`config.mk`:
```
export PLATFORM = sky130hd
export DESIGN_NAME = dmem_lsu_ctrl
export DESIGN_NICKNAME = d
export VERILOG_FILES = /design/src/rtl/dmem_lsu_ctrl_pkg.sv /design/src/rtl/dmem_lsu_ctrl_align.sv /design/src/rtl/dmem_lsu_ctrl.sv
export SDC_FILE = /design/constraint.sdc
export NUM_CORES = 1
export LEC_CHECK = 0
export CAP_MARGIN = 20
export CORE_ASPECT_RATIO = 1.5
export CORE_MARGIN = 3
export CORE_UTILIZATION = 30
export CTS_BUF_LIST = sky130_fd_sc_hd__clkbuf_4 sky130_fd_sc_hd__clkbuf_8
export DETAILED_ROUTE_END_ITERATION = 10
export GPL_TIMING_DRIVEN = 1
export SLEW_MARGIN = 20
export SYNTH_ARGS = -nofsm -noshare
export SYNTH_HDL_FRONTEND = slang
export SYNTH_SLANG_ARGS = --single-unit
```
`constraint.sdc`:
```
create_clock -name clk -period 3.75 [get_ports clk]
set_input_delay 0.75 -clock clk [delete_from_list [all_inputs] [get_ports clk]]
set_output_delay 0.75 -clock clk [all_outputs]
set_load 0.01 [all_outputs]
```
`src/rtl/dmem_lsu_ctrl_pkg.sv`:
```
// Shared funct3 codes, FSM state encoding and the trap-decode helper
// for the load/store sequencer.
package dmem_lsu_ctrl_pkg;

    localparam logic [2:0] F3_B  = 3'b000;
    localparam logic [2:0] F3_H  = 3'b001;
    localparam logic [2:0] F3_W  = 3'b010;
    localparam logic [2:0] F3_BU = 3'b100;
    localparam logic [2:0] F3_HU = 3'b101;

    typedef enum logic [2:0] {
        S_IDLE,
        S_RD,
        S_LDAT,
        S_MRG,
        S_WR,
        S_DONE
    } state_t;

    // Illegal funct3 or an access not aligned to its own size.
    function automatic logic lsu_trap(input logic       write,
                                      input logic [2:0] f3,
                                      input logic [1:0] addr_lo);
        logic illegal;
        logic misaligned;
        if (write)
            illegal = (f3 != F3_B) && (f3 != F3_H) && (f3 != F3_W);
        else
            illegal = (f3 == 3'b011) || (f3[2:1] == 2'b11);
        misaligned = ((f3[1:0] == 2'b01) && addr_lo[0]) ||
                     ((f3[1:0] == 2'b10) && (addr_lo != 2'b00));
        return illegal || misaligned;
    endfunction

endpackage

```
`src/rtl/dmem_lsu_ctrl_align.sv`:
```
// Byte/half lane extraction with sign/zero extension, and sub-word store merge.
// Purely combinational; no latency, no flow control.
// Half ops look only at addr_lo[1]; word ops ignore addr_lo entirely.
module dmem_lsu_ctrl_align
    import dmem_lsu_ctrl_pkg::*;
(
    input  logic [31:0] word,
    input  logic [31:0] old_word,
    input  logic [31:0] wdata,
    input  logic [1:0]  addr_lo,
    input  logic [2:0]  funct3,
    output logic [31:0] load_data,
    output logic [31:0] merge_data
);

    logic [7:0]  lane_b;
    logic [15:0] lane_h;

    always_comb begin
        case (addr_lo)
            2'd0:    lane_b = word[7:0];
            2'd1:    lane_b = word[15:8];
            2'd2:    lane_b = word[23:16];
            default: lane_b = word[31:24];
        endcase
        lane_h = addr_lo[1] ? word[31:16] : word[15:0];

        case (funct3)
            F3_B:    load_data = {{24{lane_b[7]}}, lane_b};
            F3_H:    load_data = {{16{lane_h[15]}}, lane_h};
            F3_BU:   load_data = {24'b0, lane_b};
            F3_HU:   load_data = {16'b0, lane_h};
            default: load_data = word;
        endcase
    end

    always_comb begin
        merge_data = old_word;
        if (funct3[1]) begin
            merge_data = wdata;
        end else if (funct3[0]) begin
            if (addr_lo[1]) merge_data[31:16] = wdata[15:0];
            else            merge_data[15:0]  = wdata[15:0];
        end else begin
            case (addr_lo)
                2'd0:    merge_data[7:0]   = wdata[7:0];
                2'd1:    merge_data[15:8]  = wdata[7:0];
                2'd2:    merge_data[23:16] = wdata[7:0];
                default: merge_data[31:24] = wdata[7:0];
            endcase
        end
    end

endmodule

```
`src/rtl/dmem_lsu_ctrl.sv`:
```
// Load/store sequencer to data_memory; sub-word stores by read-modify-write.
// Latency accept->resp_valid: load 3, SW 2, SB/SH 4, trap 1 (LSU_MISALIGN_TRAP_EN).
// req_ready only in IDLE; resp has no backpressure (single-cycle pulse).
module dmem_lsu_ctrl
    import dmem_lsu_ctrl_pkg::*;
#(
    parameter int AW = 32,
    parameter int DW = 32
) (
    input  logic          clk,
    input  logic          rst,
    input  logic          req_valid,
    output logic          req_ready,
    input  logic          req_write,
    input  logic [2:0]    req_funct3,
    input  logic [AW-1:0] req_addr,
    input  logic [DW-1:0] req_wdata,
    output logic          resp_valid,
    output logic [DW-1:0] resp_rdata,
    output logic          resp_error,
    output logic [AW-1:0] mem_address,
    output logic          mem_read,
    output logic          mem_write,
    output logic [DW-1:0] mem_wdata,
    input  logic [DW-1:0] mem_rdata
);

    state_t        state_q, state_d;
    logic [AW-1:0] addr_q, addr_d;
    logic [2:0]    f3_q, f3_d;
    logic          write_q, write_d;
    logic [DW-1:0] wdata_q, wdata_d;
    logic [DW-1:0] rdata_q, rdata_d;
    logic          err_q, err_d;
    logic          trap;
    logic [DW-1:0] load_data;
    logic [DW-1:0] merge_data;

`ifdef LSU_MISALIGN_TRAP_EN
    assign trap = lsu_trap(req_write, req_funct3, req_addr[1:0]);
`else
    assign trap = 1'b0;
`endif

    dmem_lsu_ctrl_align u_align (
        .word       (mem_rdata),
        .old_word   (mem_rdata),
        .wdata      (wdata_q),
        .addr_lo    (addr_q[1:0]),
        .funct3     (f3_q),
        .load_data  (load_data),
        .merge_data (merge_data)
    );

    always_comb begin
        state_d = state_q;
        addr_d  = addr_q;
        f3_d    = f3_q;
        write_d = write_q;
        wdata_d = wdata_q;
        rdata_d = rdata_q;
        err_d   = err_q;
        case (state_q)
            S_IDLE: if (req_valid) begin
                addr_d  = req_addr;
                f3_d    = req_funct3;
                write_d = req_write;
                wdata_d = req_wdata;
                err_d   = trap;
                if (trap)                           state_d = S_DONE;
                else if (req_write && req_funct3[1]) state_d = S_WR;
                else                                state_d = S_RD;
            end
            S_RD:    state_d = write_q ? S_MRG : S_LDAT;
            S_LDAT: begin
                rdata_d = load_data;
                state_d = S_DONE;
            end
            // wdata_q becomes the full merged word to write back
            S_MRG: begin
                wdata_d = merge_data;
                state_d = S_WR;
            end
            S_WR:    state_d = S_DONE;
            S_DONE:  state_d = S_IDLE;
            default: state_d = S_IDLE;
        endcase
    end

    always_ff @(posedge clk or posedge rst) begin
        if (rst) begin
            state_q <= S_IDLE;
            addr_q  <= '0;
            f3_q    <= '0;
            write_q <= 1'b0;
            wdata_q <= '0;
            rdata_q <= '0;
            err_q   <= 1'b0;
        end else begin
            state_q <= state_d;
            addr_q  <= addr_d;
            f3_q    <= f3_d;
            write_q <= write_d;
            wdata_q <= wdata_d;
            rdata_q <= rdata_d;
            err_q   <= err_d;
        end
    end

    // Strobes come straight off the state register so reset kills them immediately.
    assign req_ready   = (state_q == S_IDLE);
    assign mem_read    = (state_q == S_RD);
    assign mem_write   = (state_q == S_WR);
    assign mem_address = {addr_q[AW-1:2], 2'b00};
    assign mem_wdata   = wdata_q;
    assign resp_valid  = (state_q == S_DONE);
    assign resp_error  = (state_q == S_DONE) && err_q;
    assign resp_rdata  = ((state_q == S_DONE) && (write_q || err_q)) ? '0 : rdata_q;

endmodule

```
# After elaboration in Yosys (flattened, before gate mapping)
# Index checks and enable logic that the tools add are counted.
dict set report totals {
  reg_bits 103
  in_bits 103
}
dict set report op_classes {
  n_mux 18
  reduce_logical 12
  eq_ne 14
}
# operator n
set op_table {}
lappend op_table {{$mux W32} 4}
lappend op_table {{$pmux W32 S4} 1}
lappend op_table {{$pmux W32 S2} 1}
lappend op_table {{$mux W16} 3}
lappend op_table {{$mux W8} 4}
lappend op_table {{$pmux W8 S3} 1}
lappend op_table {{$eq A3 B3 Y1 const B} 4}
lappend op_table {{$pmux W3 S4} 1}
lappend op_table {{$eq A3 B1 Y1 const B} 2}
lappend op_table {{$eq A3 B2 Y1 const B} 2}
lappend op_table {{$logic_not A3 Y1} 2}
lappend op_table {{$mux W3} 2}
lappend op_table {{$ne A3 B3 Y1 const B} 2}
lappend op_table {{$reduce_and A5 Y1} 1}
lappend op_table {{$ne A2 B2 Y1 const B} 2}
lappend op_table {{$reduce_and A4 Y1} 1}
lappend op_table {{$reduce_and A3 Y1} 1}
lappend op_table {{$reduce_or A3 Y1} 1}
lappend op_table {{$eq A2 B1 Y1 const B} 1}
lappend op_table {{$eq A2 B2 Y1 const B} 1}
lappend op_table {{$logic_and A1 B1 Y1} 2}
lappend op_table {{$logic_not A2 Y1} 1}
lappend op_table {{$reduce_and A2 Y1} 1}
lappend op_table {{$reduce_bool A2 Y1} 1}
lappend op_table {{2 further kinds} 2}

# Longest topological paths before layout
dict set report depth {
  depth_word 6
  depth_mapped 7
  ltp_nobuf 4
}

# Hierarchy
# From an unflattened synthesis, not the netlist that was laid out.
dict set report hier_totals {
  cells_unflattened 598
  area_unflattened_um2 6098.3
}
# mod area_per_inst_um2 instances seq_area_each_um2 cells_each
set by_module_without_submodules {}
lappend by_module_without_submodules {dmem_lsu_ctrl 4643.2 1 2577.5 375}
lappend by_module_without_submodules {dmem_lsu_ctrl_align 1455.1 1 0.0 223}

# Worst setup path before layout
# No wires, ideal clock.
dict set report synth_timing {
  path_kind {register to output}
  start {reg state_q[0]}
  end {out resp_rdata[10]}
  required_time_ns 3.000
  stages_incl_launch_ff 6
  setup_slack_ns 1.676
  t_arrival_ns 1.324
  n_path_buf 2
  path_cell_list {dfrtp_1 buf_4 and3b_1 nand2_1 clkbuf_1 and2_1}
}
dict set report synth_via {
  elab_chain_len 3
}
# element line_no
set synth_rtl {}
lappend synth_rtl {{from (decl)} dmem_lsu_ctrl.sv:28} ;# state_t state_q, state_d;
lappend synth_rtl {{from (signal assigned)} dmem_lsu_ctrl.sv:100} ;# state_q <= state_d;
lappend synth_rtl {{$eq A3 B3 Y1} n/a}
lappend synth_rtl {{named net resp_valid} dmem_lsu_ctrl.sv:18} ;# output logic resp_valid,
lappend synth_rtl {{$logic_and A1 B1 Y1} dmem_lsu_ctrl.sv:118} ;# assign resp_rdata = ((state_q == S_DONE) && (write_q || err_q)) ? '0 : rdata_q;
lappend synth_rtl {{$mux W32} dmem_lsu_ctrl.sv:118}
lappend synth_rtl {{to (decl)} dmem_lsu_ctrl.sv:19} ;# output logic [DW-1:0] resp_rdata,
# The timed path passes the listed nets, and every way through them passes these cells.

# Worst setup path after layout
dict set report layout_timing {
  start {reg state_q[1]}
  end {out resp_rdata[5]}
}
dict set report layout_via {
  elab_chain_len 3
}
# element line_no
set layout_rtl {}
lappend layout_rtl {{$eq A3 B3 Y1} dmem_lsu_ctrl.sv:118}
lappend layout_rtl {{$logic_and A1 B1 Y1} dmem_lsu_ctrl.sv:118}
lappend layout_rtl {{$mux W32} dmem_lsu_ctrl.sv:118}
# No other way between the ends.

==> impl_metrics.py <==
metrics = {
    "drt": {
        "via_count": 5126,
        "postRouteAntennaNets": 0,
        "drtIter0Drc": 441,
        "totalWireLength_mm": 19.7,
        "firstDrtPassIters": 5,
        "drcViolationCount": 0,
        "wl_per_cell_um": 18.5,
        "avgViaCountPerCell": 4.83,
    },
    "sta": {
        "slew_viol_final": 0,
        "fin_crit_sh_pct": 81.6,
        "period_minus_slack_ns": 3.06,
        "clock.fmax_mhz": 327,
        "worstMarginPinSlew_ns": 1.01,
        "setup_viol": 0,
        "tns_ns": 0,
        "max_slew_margin_pct": 31.1,
        "skew_ns": 0.0215,
        "rsz0062_at_grt": "no",
        "hold_viol_final": 0,
    },
    "setup_path": {
        "cp.arrival_ns": 2.31,
        "path_class": "flip-flop to output port",
        "crit_fanout": 32,
        "worstPathRequired_ns": 3.00,
        "cp-start-kind": "flip-flop",
        "end_kind": "output port",
        "reg2reg_depth": 3,
    },
    "clock_tree": {
        "insertion_delay_ns": 0.38,
        "cts.sinks": 103,
        "cts_tree": "built",
        "cts.repair.resized": 0,
        "clockRootBuffer": "clkbuf_8",
        "cts_hold_buffers": 0,
        "clkSlewWorstSetupHoldPaths_ns": 0.12,
        "clockBufferDepth": 2,
        "htreeDepth": 3,
        "cts_buffers": 9,
        "post_cts_buffers": 0,
    },
    "synth": {
        "ys_seq_area_share_pct": 45.3,
        "synth.most_common_cell": "nand2_1",
        "avgSynthCellArea_um2": 8.63,
        "synth-main-ff-cell": "dfrtp_1",
        "ys_ff_latch": 103,
        "synth_async_sr_flop_share_pct": 100,
        "yosys_warnings": 0,
        "synth_edf_count": 0,
        "ys_top_cells_by_count": "186 x nand2_1, 103 x dfrtp_1, 48 x nand3_1",
        "synthTopCellsByArea": "dfrtp_1 45%, nand2_1 12%, buf_4 5.3%, nand3_1 4.2%, and2_1 3.6%",
        "synth_cell_types": 51,
        "synthCells": 659,
        "yosysTopAreaCell": "dfrtp_1",
        "synth_area_um2": 5690,
        "synth_top_area_share_pct": 45.3,
    },
    "power_and_ir_drop": {
        "clkPwrFrac_pct": 11.7,
        "swShare_pct": 41.1,
        "combPwrFrac_pct": 54.0,
        "seq_power_share_pct": 34.3,
        "p_switching_mw": 2.51,
        "power_density_nw_per_um2": 780,
        "p_leak_nw": 3.33,
        "vdd_drop_max_uv": 294,
        "intPower_mw": 3.60,
    },
    "global_route": {
        "overflow": 0,
        "antenna_found_initial": 1,
        "track_usage_pct": 18.8,
        "grt_max_degree": 61,
        "grt_pass1_vias": 5199,
        "grt_pass1_wl_mm": 30.3,
    },
    "floorplan": {
        "core_area_um2": 18500,
        "ioPinCount": 204,
        "rows": 61,
        "die_x_um": 118,
        "start_util_pct": 30.7,
        "die_h_um": 175,
        "die-area_um2": 20700,
    },
    "layout": {
        "final_util_pct": 42.3,
        "nNetsFinal": 907,
        "drive_above_1_share_pct": 5.69,
        "area_growth_syn_to_layout_pct": 37.9,
    },
    "placed_design": {
        "hpwl_mm": 14.9,
        "place.gp.congestion": 0.904,
        "port_buffers": 200,
    },
    "run": {
        "cap_violations": 0,
    },
    "worst_hold_path": {
        "hold_path.class": "flip-flop to flip-flop",
        "min_path_cells": 2,
    },
    "status": {
        "outcome": "finished clean",
    },
}
-- metal layers --
layer	share of wire (%)	wire, um	GRT usage (%)
met1	38	7560	22.0
met2	54	10600	34.5
met3	5.0	980	2.85
met4	2.9	576	7.39
met5	0	0	0
-- cells by family (layout without fill, tap and decap cells) --
logic type             after synthesis  count (layout)  synth area share [%]
AOI/OAI and AO/OA                  130             130                  16.0
buffers and inverters               85             233                  8.80
DFF                                103             103                  45.3
muxes                               12              12                  2.38
other                                1               4                0.0660
and+or+nand+nor                    328             328                  27.4
-- placed cells by master (no fill, tap or decap), drive strengths merged, types with 2 or more instances in the layout --
master	count
nor3	4
nand2	186
nor2b	3
dfrtp	103
nand3	48
o21a	10
or3	7
inv	8
conb	3
and3	12
o31ai	16
a21oi	32
a2111oi	7
nand2b	11
clkdlybuf4s50	200
o221a	8
mux2	2
clkinv	3
clkbuf	10
or3b	2
a221o	5
and2	33
and3b	3
buf	12
nor2	11
a22oi	3
mux2i	9
o21ai	31
o22a	8
nor3b	5
o22ai	2
-- power groups by stage --
stage,Combinational [mW],Clock (mW),Sequential (mW)
floorplan,2.01,0,2.01
global placement,3.29,0,2.12
detailed placement,3.33,0,2.12
CTS,3.34,0.743,2.10
global route,3.62,0.780,2.17
finish,3.30,0.715,2.10
-- per-stage QoR --
stage | hold WS, ns | setup slack (ns) | total power [mW] | instance area [um^2] | instances
finish | 0.484 | 0.689 | 6.11 | 7840 | 1062
global route | 0.514 | 0.525 | 6.57 | 7840 | 1062
CTS | 0.491 | 0.655 | 6.18 | 7840 | 1061
detailed placement | 0.461 | 1.08 | 5.45 | 7640 | 1045
global placement | 0.457 | 1.11 | 5.41 | 7640 | 1045
floorplan | 0.442 | 0.296 | 4.02 | 5690 | 661
-- worst paths after layout --
check | startpoint | endpoint | slack (ns)
setup / recovery | state_q[1] | resp_rdata[5] | 0.69
hold / removal | addr_q[12] | addr_q[12] | 0.48
setup reg to reg | addr_q[1] | mem_wdata[27] | 1.27
hold reg to reg | addr_q[12] | addr_q[12] | 0.48
max in group asynchronous | rst | addr_q[31] | 2.21
min in group asynchronous | rst | rdata_q[27] | 0.79
-- registers in the layout (all words and copies together) (netlist names) --
name and cells:
rdata_q 32, state_q 3, f3_q 3, write_q 1, addr_q 32, mem_wdata 32
-- worst max-delay path, stage by stage, from the launching register on --
cell             delay, ns
dfrtp_1               0.65
and3b_1               0.25
nand2_1               0.07
buf_4                 0.26
and2_1                0.17
clkdlybuf4s50_1       0.53
-- layout make-up --
cell class / count / area [um^2]
Inverter: 5 / 21.3
Clock inverter: 6 / 62.6
Multi-Input combinational cell: 473 / 2620
Tap cell: 252 / 315
Antenna cell: 1 / 2.50
Clock buffer: 10 / 138
Timing Repair Buffer: 212 / 2100
Sequential cell: 103 / 2580
Fill cell: 1868 / 10700
Note: power is estimated with default switching activity, not from simulation.
